$ cat config.mk
export PLATFORM = sky130hd
export DESIGN_NAME = ps2_key_decoder
export DESIGN_NICKNAME = d
export VERILOG_FILES = /design/src/rtl/ps2_key_decoder.sv
export SDC_FILE = /design/constraint.sdc
export NUM_CORES = 1
export LEC_CHECK = 0
export ABC_AREA = 1
export BUFFER_PORTS_ARGS = -buffer_cell sky130_fd_sc_hd__buf_4
export CORE_MARGIN = 1.5
export CORE_UTILIZATION = 61
export CTS_CLUSTER_SIZE = 30
export DETAILED_ROUTE_END_ITERATION = 8
export PLACE_DENSITY_LB_ADDON = 0.3
export RECOVER_POWER = 100
export SKIP_LAST_GASP = 1
export SYNTH_ARGS = -nofsm -noshare
export SYNTH_HDL_FRONTEND = slang
export SYNTH_SLANG_ARGS = --single-unit
$ cat constraint.sdc
create_clock -name clk50 -period 3.3 [get_ports clk50]
set_input_delay 0.66 -clock clk50 [delete_from_list [all_inputs] [get_ports clk50]]
set_output_delay 0.66 -clock clk50 [all_outputs]
set_load 0.005 [all_outputs]
$ cat src/rtl/ps2_key_decoder.sv
// rtl/ps2_key_decoder.sv - PS/2 Set-2 scan-code to ASCII decoder with FWFT key FIFO.
// Optional macro KEYPAD_EN adds numeric keypad translation.
module ps2_key_decoder #(
    parameter int          DEPTH_LOG2 = 3,
    parameter logic [7:0]  CAPS_CODE  = 8'h58
) (
    input  logic                  clk50,
    input  logic                  reset,
    input  logic                  code_valid,
    input  logic [7:0]            code,
    input  logic                  rd_en,
    output logic                  key_valid,
    output logic [7:0]            key_ascii,
    output logic [DEPTH_LOG2:0]   fifo_count,
    output logic                  shift_state,
    output logic                  caps_state,
    output logic                  overflow
);

    localparam int DEPTH = 1 << DEPTH_LOG2;

    typedef enum logic [1:0] {IDLE, BRK, EXT, EXT_BRK} state_t;

    state_t                 state;
    logic                   cv_d;
    logic                   strobe;
    logic                   push_r;
    logic [7:0]             ascii_r;
    logic                   hit;
    logic                   letter;
    logic [7:0]             ascii_c;
    logic                   is_shift;

    logic [7:0]             mem [DEPTH];
    logic [DEPTH_LOG2-1:0]  wr_ptr;
    logic [DEPTH_LOG2-1:0]  rd_ptr;
    logic [DEPTH_LOG2:0]    count;
    logic                   full;
    logic                   do_pop;
    logic                   do_push;

    assign strobe   = code_valid & ~cv_d;
    assign is_shift = (code == 8'h12) || (code == 8'h59);

    // Translation uses the shift/caps state from before this strobe's update.
    always_comb begin
        hit     = 1'b1;
        letter  = 1'b0;
        ascii_c = 8'h00;
        case (code)
            8'h1C: begin letter = 1'b1; ascii_c = 8'h61; end
            8'h32: begin letter = 1'b1; ascii_c = 8'h62; end
            8'h21: begin letter = 1'b1; ascii_c = 8'h63; end
            8'h23: begin letter = 1'b1; ascii_c = 8'h64; end
            8'h24: begin letter = 1'b1; ascii_c = 8'h65; end
            8'h2B: begin letter = 1'b1; ascii_c = 8'h66; end
            8'h34: begin letter = 1'b1; ascii_c = 8'h67; end
            8'h33: begin letter = 1'b1; ascii_c = 8'h68; end
            8'h43: begin letter = 1'b1; ascii_c = 8'h69; end
            8'h3B: begin letter = 1'b1; ascii_c = 8'h6A; end
            8'h42: begin letter = 1'b1; ascii_c = 8'h6B; end
            8'h4B: begin letter = 1'b1; ascii_c = 8'h6C; end
            8'h3A: begin letter = 1'b1; ascii_c = 8'h6D; end
            8'h31: begin letter = 1'b1; ascii_c = 8'h6E; end
            8'h44: begin letter = 1'b1; ascii_c = 8'h6F; end
            8'h4D: begin letter = 1'b1; ascii_c = 8'h70; end
            8'h15: begin letter = 1'b1; ascii_c = 8'h71; end
            8'h2D: begin letter = 1'b1; ascii_c = 8'h72; end
            8'h1B: begin letter = 1'b1; ascii_c = 8'h73; end
            8'h2C: begin letter = 1'b1; ascii_c = 8'h74; end
            8'h3C: begin letter = 1'b1; ascii_c = 8'h75; end
            8'h2A: begin letter = 1'b1; ascii_c = 8'h76; end
            8'h1D: begin letter = 1'b1; ascii_c = 8'h77; end
            8'h22: begin letter = 1'b1; ascii_c = 8'h78; end
            8'h35: begin letter = 1'b1; ascii_c = 8'h79; end
            8'h1A: begin letter = 1'b1; ascii_c = 8'h7A; end
            8'h16: ascii_c = shift_state ? 8'h21 : 8'h31;
            8'h1E: ascii_c = shift_state ? 8'h40 : 8'h32;
            8'h26: ascii_c = shift_state ? 8'h23 : 8'h33;
            8'h25: ascii_c = shift_state ? 8'h24 : 8'h34;
            8'h2E: ascii_c = shift_state ? 8'h25 : 8'h35;
            8'h36: ascii_c = shift_state ? 8'h5E : 8'h36;
            8'h3D: ascii_c = shift_state ? 8'h26 : 8'h37;
            8'h3E: ascii_c = shift_state ? 8'h2A : 8'h38;
            8'h46: ascii_c = shift_state ? 8'h28 : 8'h39;
            8'h45: ascii_c = shift_state ? 8'h29 : 8'h30;
            8'h29: ascii_c = 8'h20;
            8'h5A: ascii_c = 8'h0D;
            8'h66: ascii_c = 8'h08;
            8'h0D: ascii_c = 8'h09;
            8'h76: ascii_c = 8'h1B;
`ifdef KEYPAD_EN
            8'h70: ascii_c = 8'h30;
            8'h69: ascii_c = 8'h31;
            8'h72: ascii_c = 8'h32;
            8'h7A: ascii_c = 8'h33;
            8'h6B: ascii_c = 8'h34;
            8'h73: ascii_c = 8'h35;
            8'h74: ascii_c = 8'h36;
            8'h6C: ascii_c = 8'h37;
            8'h75: ascii_c = 8'h38;
            8'h7D: ascii_c = 8'h39;
            8'h79: ascii_c = 8'h2B;
            8'h7B: ascii_c = 8'h2D;
            8'h7C: ascii_c = 8'h2A;
`endif
            default: hit = 1'b0;
        endcase
        if (letter && (shift_state ^ caps_state)) begin
            ascii_c = ascii_c - 8'h20;
        end
    end

    always_ff @(posedge clk50 or posedge reset) begin
        if (reset) begin
            cv_d        <= 1'b0;
            state       <= IDLE;
            shift_state <= 1'b0;
            caps_state  <= 1'b0;
            push_r      <= 1'b0;
            ascii_r     <= 8'h00;
        end else begin
            cv_d   <= code_valid;
            push_r <= 1'b0;
            if (strobe) begin
                case (state)
                    IDLE: begin
                        if (code == 8'hF0) begin
                            state <= BRK;
                        end else if (code == 8'hE0) begin
                            state <= EXT;
                        end else begin
                            if (is_shift) shift_state <= 1'b1;
                            if (code == CAPS_CODE) caps_state <= ~caps_state;
                            if (hit) begin
                                push_r  <= 1'b1;
                                ascii_r <= ascii_c;
                            end
                        end
                    end
                    BRK: begin
                        if (is_shift) shift_state <= 1'b0;
                        state <= IDLE;
                    end
                    EXT:     state <= (code == 8'hF0) ? EXT_BRK : IDLE;
                    default: state <= IDLE;
                endcase
            end
        end
    end

    assign full    = (count == (DEPTH_LOG2+1)'(DEPTH));
    assign do_pop  = rd_en & (count != '0);
    // A pop on the same edge frees the slot, so a full FIFO still accepts the push.
    assign do_push = push_r & (~full | do_pop);

    always_ff @(posedge clk50 or posedge reset) begin
        if (reset) begin
            wr_ptr   <= '0;
            rd_ptr   <= '0;
            count    <= '0;
            overflow <= 1'b0;
        end else begin
            if (do_push) wr_ptr <= wr_ptr + 1'b1;
            if (do_pop)  rd_ptr <= rd_ptr + 1'b1;
            if (do_push && !do_pop) count <= count + 1'b1;
            else if (!do_push && do_pop) count <= count - 1'b1;
            if (push_r && !do_push) overflow <= 1'b1;
        end
    end

    always_ff @(posedge clk50) begin
        if (do_push) mem[wr_ptr] <= ascii_r;
    end

    assign key_valid  = (count != '0);
    assign key_ascii  = key_valid ? mem[rd_ptr] : 8'h00;
    assign fifo_count = count;

endmodule

==> flow_metrics.tcl, run 1 <==
set metrics [dict create \
    cts_resized 0 \
    ys.flop_type "edfxtp_1" \
    post_cts_buffers 0 \
    clk_path_buf_depth 2 \
    worstMarginPinSlew_ns 0.943 \
    fin_crit_ns 2.96 \
    clock_latency_ns 0.35 \
    dr.first_iter.drc_count 302 \
    syn_area_sq_mm 0.00458 \
    drv_slew 0 \
    postSynthAreaPerCell_sq_um 8.59 \
    cp_max_fo 11 \
    initial_core_util_pct 63.1 \
    fmax_ghz 0.338 \
    stdcell_count 673 \
    async_reset_ff_share_pct 28.1 \
    status "finished, final reports clean" \
    skew_ns 0.0121 \
    final_util_pct 70.4 \
    maxSlewHeadroom_pct 37.1 \
    ys_top_cells_by_area "edfxtp_1 (42%), dfrtp_1 (14%), nand2_1 (11%), nor2_1 (9.8%), o21ai_0 (5.2%)" \
    startpoint_type "register" \
    grt_antenna_before_repair 0 \
    die_x_microns 89.6 \
    diodes 0 \
    yosys.area.top_type "edfxtp_1" \
    cts_htree_levels 3 \
    cp_data_arrival_time_ns 3.20 \
    core-area_sq_mm 0.00725 \
    synth_commonest_cells "nand2_1 (135), nor2_1 (120), edfxtp_1 (64), o21ai_0 (48), inv_1 (31)" \
    grt_pass1_vias 3640 \
    rsz0062_at_grt "no" \
    placed_cell_area_sq_mm 0.00493 \
    cts_tree "built" \
    io_buffers 27 \
    die_area_sq_mm 0.00803 \
    grt_max_degree 34 \
    syn2layout_area_growth_pct 11.6 \
    synthMostInstantiatedCell "nand2_1" \
    gp_congestion 0.976 \
    power_leakage_nw 2.27 \
    critical_path_class "reg -> reg" \
    endpoint_kind "register" \
    fillers 577 \
    cts_buffers 9 \
    drive_gt1_share_pct 10.1 \
    synthDistinctLibCells 32 \
    ant_nets 0 \
    synth-seq-cells 89 \
    seqCellArea_sq_mm 0.00255 \
    drcViolationCount 0 \
    cp.required_ns 3.54 \
    cts_root_buffer "clkbuf_8" \
    drt-wirelength-per-cell_microns 15.8 \
    yosys_warnings 0 \
    drtPass1Iterations 5 \
    multiInputGateArea_sq_mm 0.00183 \
    synth_seq_area_share_pct 55.6 \
    fin_setup_tns_ns 0 \
    postSynthCellCount 533 \
    grt_pass1_wl_microns 17200 \
    p_per_area_mw_per_mm2 697 \
    synth_top_area_share_pct 42.0 \
    viasPerCell 5.69 \
    ios 28 \
    design_area_sq_mm 0.00511 \
    setup_viol 0 \
    synth.net_count 552 \
    ctsHoldBuffers 0 \
    grt-ovfl-total 0 \
    total_power_mw 3.56 \
    ir_drop_mv 0.346 \
    drv_cap 0 \
    grt_usage_pct 28.9 \
    clk_pin_slew_ns 0.09 \
    hold_viol 0 \
    dp_hpwl_microns 7520 \
    synth-edff-count 64 \
    rows 31 \
    clock-sinks 89 \
    place_inst 658 \
    dieHeight_microns 89.6 \
    hp-class "in -> reg" \
    final_nets 589 \
    fin_crit_sh_pct 89.7 \
    drt_wl_total_microns 10600 \
    vias 3830 \
]
## layout make-up
class / instances / share of cell area [%]
well taps: 99 / 2.42
inverters: 36 / 2.65
flip-flops and latches: 89 / 49.9
multi-input cells: 396 / 35.8
clock inverters: 6 / 2.25
clock buffers: 9 / 2.42
repair buffers: 38 / 4.63
## layout by cell type, fill, tap and decap left out, drive strengths merged
cell type	n
xnor2	3
o31ai	1
a21o	1
or2	1
or3	1
ha	6
nor4	2
a31oi	8
o21ai	50
nand3	22
a22oi	2
o2111ai	2
dfrtp	25
nor3	4
edfxtp	64
o22ai	10
nand2	139
nor3b	1
clkinvlp	1
buf	11
o21bai	1
nor2	129
fa	1
a21oi	4
inv	38
clkbuf	36
nand4	3
bufinv	3
xor2	5
## critical path, cell delays in order (launching register included)
cell,delay [ns]
dfrtp_1,0.46
nor2_1,0.16
nand2_1,0.29
nand2_1,0.27
nand4_1,0.17
nand2_1,0.13
inv_1,0.10
ha_1,0.22
inv_1,0.13
ha_1,0.25
a21o_1,0.18
a21oi_1,0.16
nand2_1,0.07
nand2_1,0.07
nor2_1,0.05
xor2_1,0.14
## sequential cells by signal (all words and copies together) (netlist names)
signal	flops
shift_state	1
wr_ptr	3
cv_d	1
rd_ptr	3
state	2
mem	64
push_r	1
overflow	1
fifo_count	4
caps_state	1
ascii_r	8
## where the power goes
part,total [mW],switching (mW),internal [mW],leakage (nW)
clock network,0.884,0.380,0.504,0.116
logic,1.21,0.740,0.469,1.23
registers,1.47,0.132,1.33,0.926
## path summary, 6_finish.rpt
check / startpoint / to / slack (ns) / cells past startpoint
max reg2reg: fifo_count[0]$_DFFE_PP0P_ / fifo_count[3]$_DFFE_PP0P_ / 0.34 / 15
min reg2reg: overflow$_DFFE_PP0P_ / overflow$_DFFE_PP0P_ / 0.51 / 1
min: code_valid / cv_d$_DFF_PP0_ / 0.45 / 1
min in group asynchronous: reset / state[1]$_DFFE_PP0P_ / 0.52 / 2
max: fifo_count[0]$_DFFE_PP0P_ / fifo_count[3]$_DFFE_PP0P_ / 0.34 / 15
max in group asynchronous: reset / ascii_r[3]$_DFFE_PP0P_ / 2.20 / 2
## per-layer routing
layer	track usage, %	vias to the layer above	wire, microns
met4	9.23	0	91
met3	6.12	9	789
met1	40.3	1821	4610
li1	-	1851	-
met2	45.7	149	5130
met5	0	-	0
## cell families after synthesis
family / after synthesis / share of synthesized area, %
fa+ha+maj: 7 / 2.08
compound gates: 79 / 9.73
flops: 89 / 55.6
xor+xnor: 8 / 1.53
buf+inv: 48 / 4.26
simple gates: 302 / 26.8
## through the flow
| stage | worst slack (ns) | hold WS (ns) |
|---|---|---|
| floorplan | 0.994 | 0.468 |
| global placement | 0.613 | 0.500 |
| detailed placement | 0.408 | 0.494 |
| CTS | 0.359 | 0.412 |
| global route | 0.176 | 0.440 |
| finish | 0.341 | 0.446 |
Note: power is estimated with default switching activity, not from simulation.
==> inputs of run 2 (changes only) <==
- CELL_PAD_IN_SITES_DETAIL_PLACEMENT: default -> 0
- CELL_PAD_IN_SITES_GLOBAL_PLACEMENT: default -> 1
- CORE_UTILIZATION: 61 -> 46
==> run 2 against run 1 <==
Compared with the run above: first-iteration DRC count decreased by 23%; die area rose by 31%; global-route usage decreased by 7.0 points; combinational power barely moved; critical path depth is 8 lower; utilization fell by 18 points; fmax grew 3.5%; setup slack improved by 0.10 ns; critical path type is now reg -> out.
==> flow_metrics.tcl, run 2 (same netlist as run 1, synthesis figures left out) <==
set metrics [dict create \
    final_util_pct 52.4 \
    power_leakage_nw 2.25 \
    critical_path_class "reg -> out" \
    cp.required_ns 2.64 \
    ir_drop_mv 0.358 \
    hp-class "in -> reg" \
    gp_congestion 0.904 \
    clk_path_buf_depth 2 \
    clk_pin_slew_ns 0.09 \
    drv_cap 0 \
    worstMarginPinSlew_ns 0.949 \
    drcViolationCount 0 \
    top_register "mem" \
    pwr-share-seq_pct 43.3 \
    drtPass1Iterations 4 \
    crit_start "rd_ptr[1]$_DFFE_PP0P_" \
    place_inst 690 \
    startpoint_type "register" \
    io_buffers 27 \
    drt_wl_total_microns 10800 \
    cts_root_buffer "clkbuf_8" \
    ios 28 \
    cts_tree "built" \
    grt_usage_pct 21.9 \
    fin_setup_tns_ns 0 \
    ant_nets 0 \
    drv_slew 0 \
    drt-wirelength-per-cell_microns 15.3 \
    grt_pass1_vias 3501 \
    dp_hpwl_microns 8000 \
    clock-sinks 89 \
    final_cell_mix "nand2_1 (137), nor2_1 (122), edfxtp_1 (64)" \
    largest_register_ffs 64 \
    hold_start "code_valid" \
    combPwrFrac_pct 35.1 \
    endpoint_kind "output port" \
    setup_viol 0 \
    die_x_microns 103 \
    grt_max_degree 34 \
    rsz0062_at_grt "no" \
    cp_max_fo 18 \
    post_cts_buffers 0 \
    final_common_cell "nand2_1" \
    clock_latency_ns 0.35 \
    p_int_mw 2.16 \
    fillers 960 \
    grt_pass1_wl_microns 17300 \
    status "finished, final reports clean" \
    hold_viol 0 \
    clockPowerShare_pct 21.5 \
    die_area_sq_mm 0.0106 \
    dieHeight_microns 103 \
    dr.first_iter.drc_count 234 \
    rows 36 \
    stdcell_count 706 \
    cts_buffers 9 \
    viasPerCell 5.13 \
    seqCellArea_sq_mm 0.00255 \
    fmax_ghz 0.350 \
    fin_crit_ns 2.86 \
    initial_core_util_pct 47.1 \
    drive_gt1_share_pct 10.1 \
    diodes 0 \
    cts_htree_levels 3 \
    cts_resized 0 \
    p_per_area_mw_per_mm2 662 \
    vias 3619 \
    cp_data_arrival_time_ns 2.20 \
    fin_crit_sh_pct 86.6 \
    grt-ovfl-total 0 \
    ctsHoldBuffers 0 \
    skew_ns 0.0115 \
    netSwitchingFraction_pct 35.9 \
    r2r_start "fifo_count[0]$_DFFE_PP0P_" \
    multiInputGateArea_sq_mm 0.00183 \
    final_nets 587 \
    p_sw_mw 1.21 \
    maxSlewHeadroom_pct 36.6 \
    core-area_sq_mm 0.00973 \
    grt_antenna_before_repair 0 \
    syn2layout_area_growth_pct 11.5 \
]
==> run 2: power groups by stage <==
stage | registers [mW] | clock network, mW | logic, mW
final | 1.46 | 0.727 | 1.18
after global placement | 1.48 | 0 | 1.21
after floorplan | 1.46 | 0 | 0.760
after global routing | 1.48 | 0.782 | 1.36
after CTS | 1.46 | 0.745 | 1.23
after detailed placement | 1.49 | 0 | 1.23
==> run 2: cell type report <==
| type | count | share of cell area (%) |
|---|---|---|
| inverters | 36 | 2.65 |
| multi-input cells | 396 | 35.8 |
| clock buffers | 10 | 2.50 |
| clock inverters | 6 | 1.32 |
| well taps | 133 | 3.26 |
| flip-flops and latches | 89 | 49.9 |
| repair buffers | 36 | 4.56 |
==> run 2: path summary, 6_finish.rpt <==
| kind | end | slack, ns | cells past startpoint |
|---|---|---|---|
| max in group asynchronous | ascii_r[4]$_DFFE_PP0P_ | 2.18 | 2 |
| min in group asynchronous | state[0]$_DFFE_PP0P_ | 0.53 | 2 |
| setup / recovery | key_ascii[1] | 0.44 | 7 |
| hold / removal | cv_d$_DFF_PP0_ | 0.45 | 1 |
| setup reg to reg | fifo_count[3]$_DFFE_PP0P_ | 0.46 | 15 |
| hold reg to reg | overflow$_DFFE_PP0P_ | 0.50 | 1 |
==> run 2: layer usage <==
layer	GRT usage (%)	share of wire (%)
met3	2.85	2.2
met5	0	0
met2	40.7	53
met4	9.88	2.3
met1	25.1	43
==> run 2: metrics by stage <==
step	setup WS (ns)	hold WS, ns	cell area [sq um]	power [mW]
final	0.441	0.453	5100	3.38
after global routing	0.158	0.426	5100	3.63
after CTS	0.428	0.404	5150	3.44
after detailed placement	0.476	0.487	4950	2.72
after global placement	0.626	0.505	4950	2.69
after floorplan	0.994	0.468	4580	2.22
==> run 2: worst max-delay path, stage by stage (launching register included) <==
cell,delay (ns)
dfrtp_1,0.36
buf_4,0.20
inv_1,0.46
o21ai_0,0.18
o22ai_1,0.14
o21ai_0,0.13
a31oi_1,0.21
clkbuf_4,0.17
==> inputs of run 3 (changes only) <==
==> constraint.sdc (replaced) <==
create_clock -name clk50 -period 3.3 [get_ports clk50]
set_input_delay 0.165 -clock clk50 [delete_from_list [all_inputs] [get_ports clk50]]
set_output_delay 0.165 -clock clk50 [all_outputs]
set_load 0.005 [all_outputs]
==> run 3 against run 2 <==
Compared with the run above: first-iteration DRC count is 13% lower; sequential power barely moved; via count grew 1.4%; clock-buffer cell count increased by 1; flip-flop and latch count unchanged; critical endpoint is now key_ascii[2]; largest power group unchanged.
==> flow_metrics.tcl, run 3 (same netlist as run 1, synthesis figures left out) <==
set metrics [dict create \
    status "finished, final reports clean" \
    clk_path_buf_depth 2 \
    seqCellArea_sq_mm 0.00255 \
    die_area_sq_mm 0.0106 \
    ios 28 \
    endpoint_kind "output port" \
    cpPeakStageDelay_ns 1.01 \
    r2r_start "fifo_count[0]$_DFFE_PP0P_" \
    cp_slowest_cell "clkbuf_1" \
    cts_root_buffer "clkbuf_8" \
    cp_max_fo 33 \
    cts_htree_levels 3 \
    die_x_microns 103 \
    hold_viol 0 \
    top_layer_used "met4" \
    r2r-end "fifo_count[3]$_DFFE_PP0P_" \
    wl_met3_microns 357 \
    reg2reg_depth 14 \
    critical_path_class "reg -> out" \
    maxSlewHeadroom_pct 8.37 \
    fmax_ghz 0.338 \
    final_cell_mix "nand2_1 (136), nor2_1 (121), edfxtp_1 (64)" \
    dr.first_iter.drc_count 203 \
    dieHeight_microns 103 \
    clock_latency_ns 0.36 \
    largest_register_ffs 64 \
    met2RoutedLength_microns 5970 \
    grt_pass1_vias 3569 \
    clock-sinks 89 \
    grt_usage_pct 23.0 \
    cp_common_cell "o21ai_0" \
    p_per_area_mw_per_mm2 684 \
    fin_crit_sh_pct 89.7 \
    clk_pin_slew_ns 0.08 \
    r2r_setup_slack_ns 0.39 \
    setup_viol 0 \
    io_buffers 27 \
    hp-class "in -> async" \
    drive_gt1_share_pct 9.68 \
    drtPass1Iterations 5 \
    final_util_pct 52.5 \
    grt-ovfl-total 0 \
    final_common_cell "nand2_1" \
    drv_slew 0 \
    gp_congestion 0.894 \
    initial_core_util_pct 47.1 \
    m1WireLength_microns 4440 \
    core-area_sq_mm 0.00973 \
    viasPerCell 5.23 \
    rsz0062_at_grt "no" \
    startpoint_type "register" \
    fin_crit_ns 2.96 \
    grt_max_degree 34 \
    worstMarginPinSlew_ns 1.37 \
    syn2layout_area_growth_pct 11.5 \
    final_nets 582 \
    fin_setup_tns_ns 0 \
    cts_buffers 9 \
    drt-wirelength-per-cell_microns 15.8 \
    skew_ns 0.0126 \
    multiInputGateArea_sq_mm 0.00183 \
    grt_antenna_before_repair 0 \
    crit_chain "clkbuf_1, o21ai_0, o22ai_1, o21ai_0, a31oi_1, clkbuf_4" \
    ant_nets 0 \
    cp_data_arrival_time_ns 2.80 \
    whs_ns 0.0305 \
    drt_wl_total_microns 11100 \
    fillers 932 \
    cp.required_ns 3.13 \
    grt_pass1_wl_microns 17800 \
    dp_hpwl_microns 8330 \
    ir_drop_mv 0.295 \
    top_register "mem" \
    rows 36 \
    vias 3668 \
    power_leakage_nw 2.25 \
    drv_cap 0 \
    diodes 0 \
    drcViolationCount 0 \
    cts_tree "built" \
]
## run 3: worst max-delay path by stage
stage | start | end
after global routing | fifo_count[0]$_DFFE_PP0P_ | fifo_count[3]$_DFFE_PP0P_
after detailed placement | fifo_count[0]$_DFFE_PP0P_ | fifo_count[3]$_DFFE_PP0P_
final | rd_ptr[0]$_DFFE_PP0P_ | key_ascii[2]
after CTS | fifo_count[0]$_DFFE_PP0P_ | fifo_count[3]$_DFFE_PP0P_
after floorplan | fifo_count[0]$_DFFE_PP0P_ | fifo_count[3]$_DFFE_PP0P_
after global placement | fifo_count[0]$_DFFE_PP0P_ | fifo_count[3]$_DFFE_PP0P_
## run 3: report_power, final
part | switching, mW | internal [mW]
Combinational | 0.746 | 0.483
Clock | 0.362 | 0.426
Sequential | 0.141 | 1.33
## run 3: what timing repair did
item	in CTS	in global routing
buffers inserted	0	0
gates resized for setup	0	0
hold endpoints to repair	1	0
hold buffers	1	0
## run 3: routing by layer
layer  vias up  track usage (%)
met5         -                0
met4         0             11.3
met3        22             2.17
met2        77             43.4
met1      1730             26.0
li1       1839                -
## run 3: final cells by class
type / count / area share (%)
Tap cell: 133 / 3.26
Multi-Input combinational cell: 396 / 35.8
Timing Repair Buffer: 31 / 4.24
Inverter: 36 / 2.65
Clock buffer: 11 / 2.57
Sequential cell: 89 / 49.9
Clock inverter: 5 / 1.57
## run 3: worst max-delay path, delay by kind of cell, from the launching register on
family / cells / cell delay [ns]
flip-flops: 1 / 0.35
buffers and inverters: 2 / 1.19
AO/OA/AOI/OAI: 4 / 0.91
## run 3: stage by stage
step | setup WS [ns] | area, sq um | cells | power (mW)
5_1_grt | 0.141 | 5100 | 701 | 3.74
3_5_place_dp | 0.424 | 4910 | 684 | 2.75
4_1_cts | 0.428 | 5130 | 701 | 3.54
2_1_floorplan | 1.00 | 4580 | 533 | 2.22
3_3_place_gp | 0.583 | 4910 | 684 | 2.72
6_report | 0.339 | 5100 | 701 | 3.49
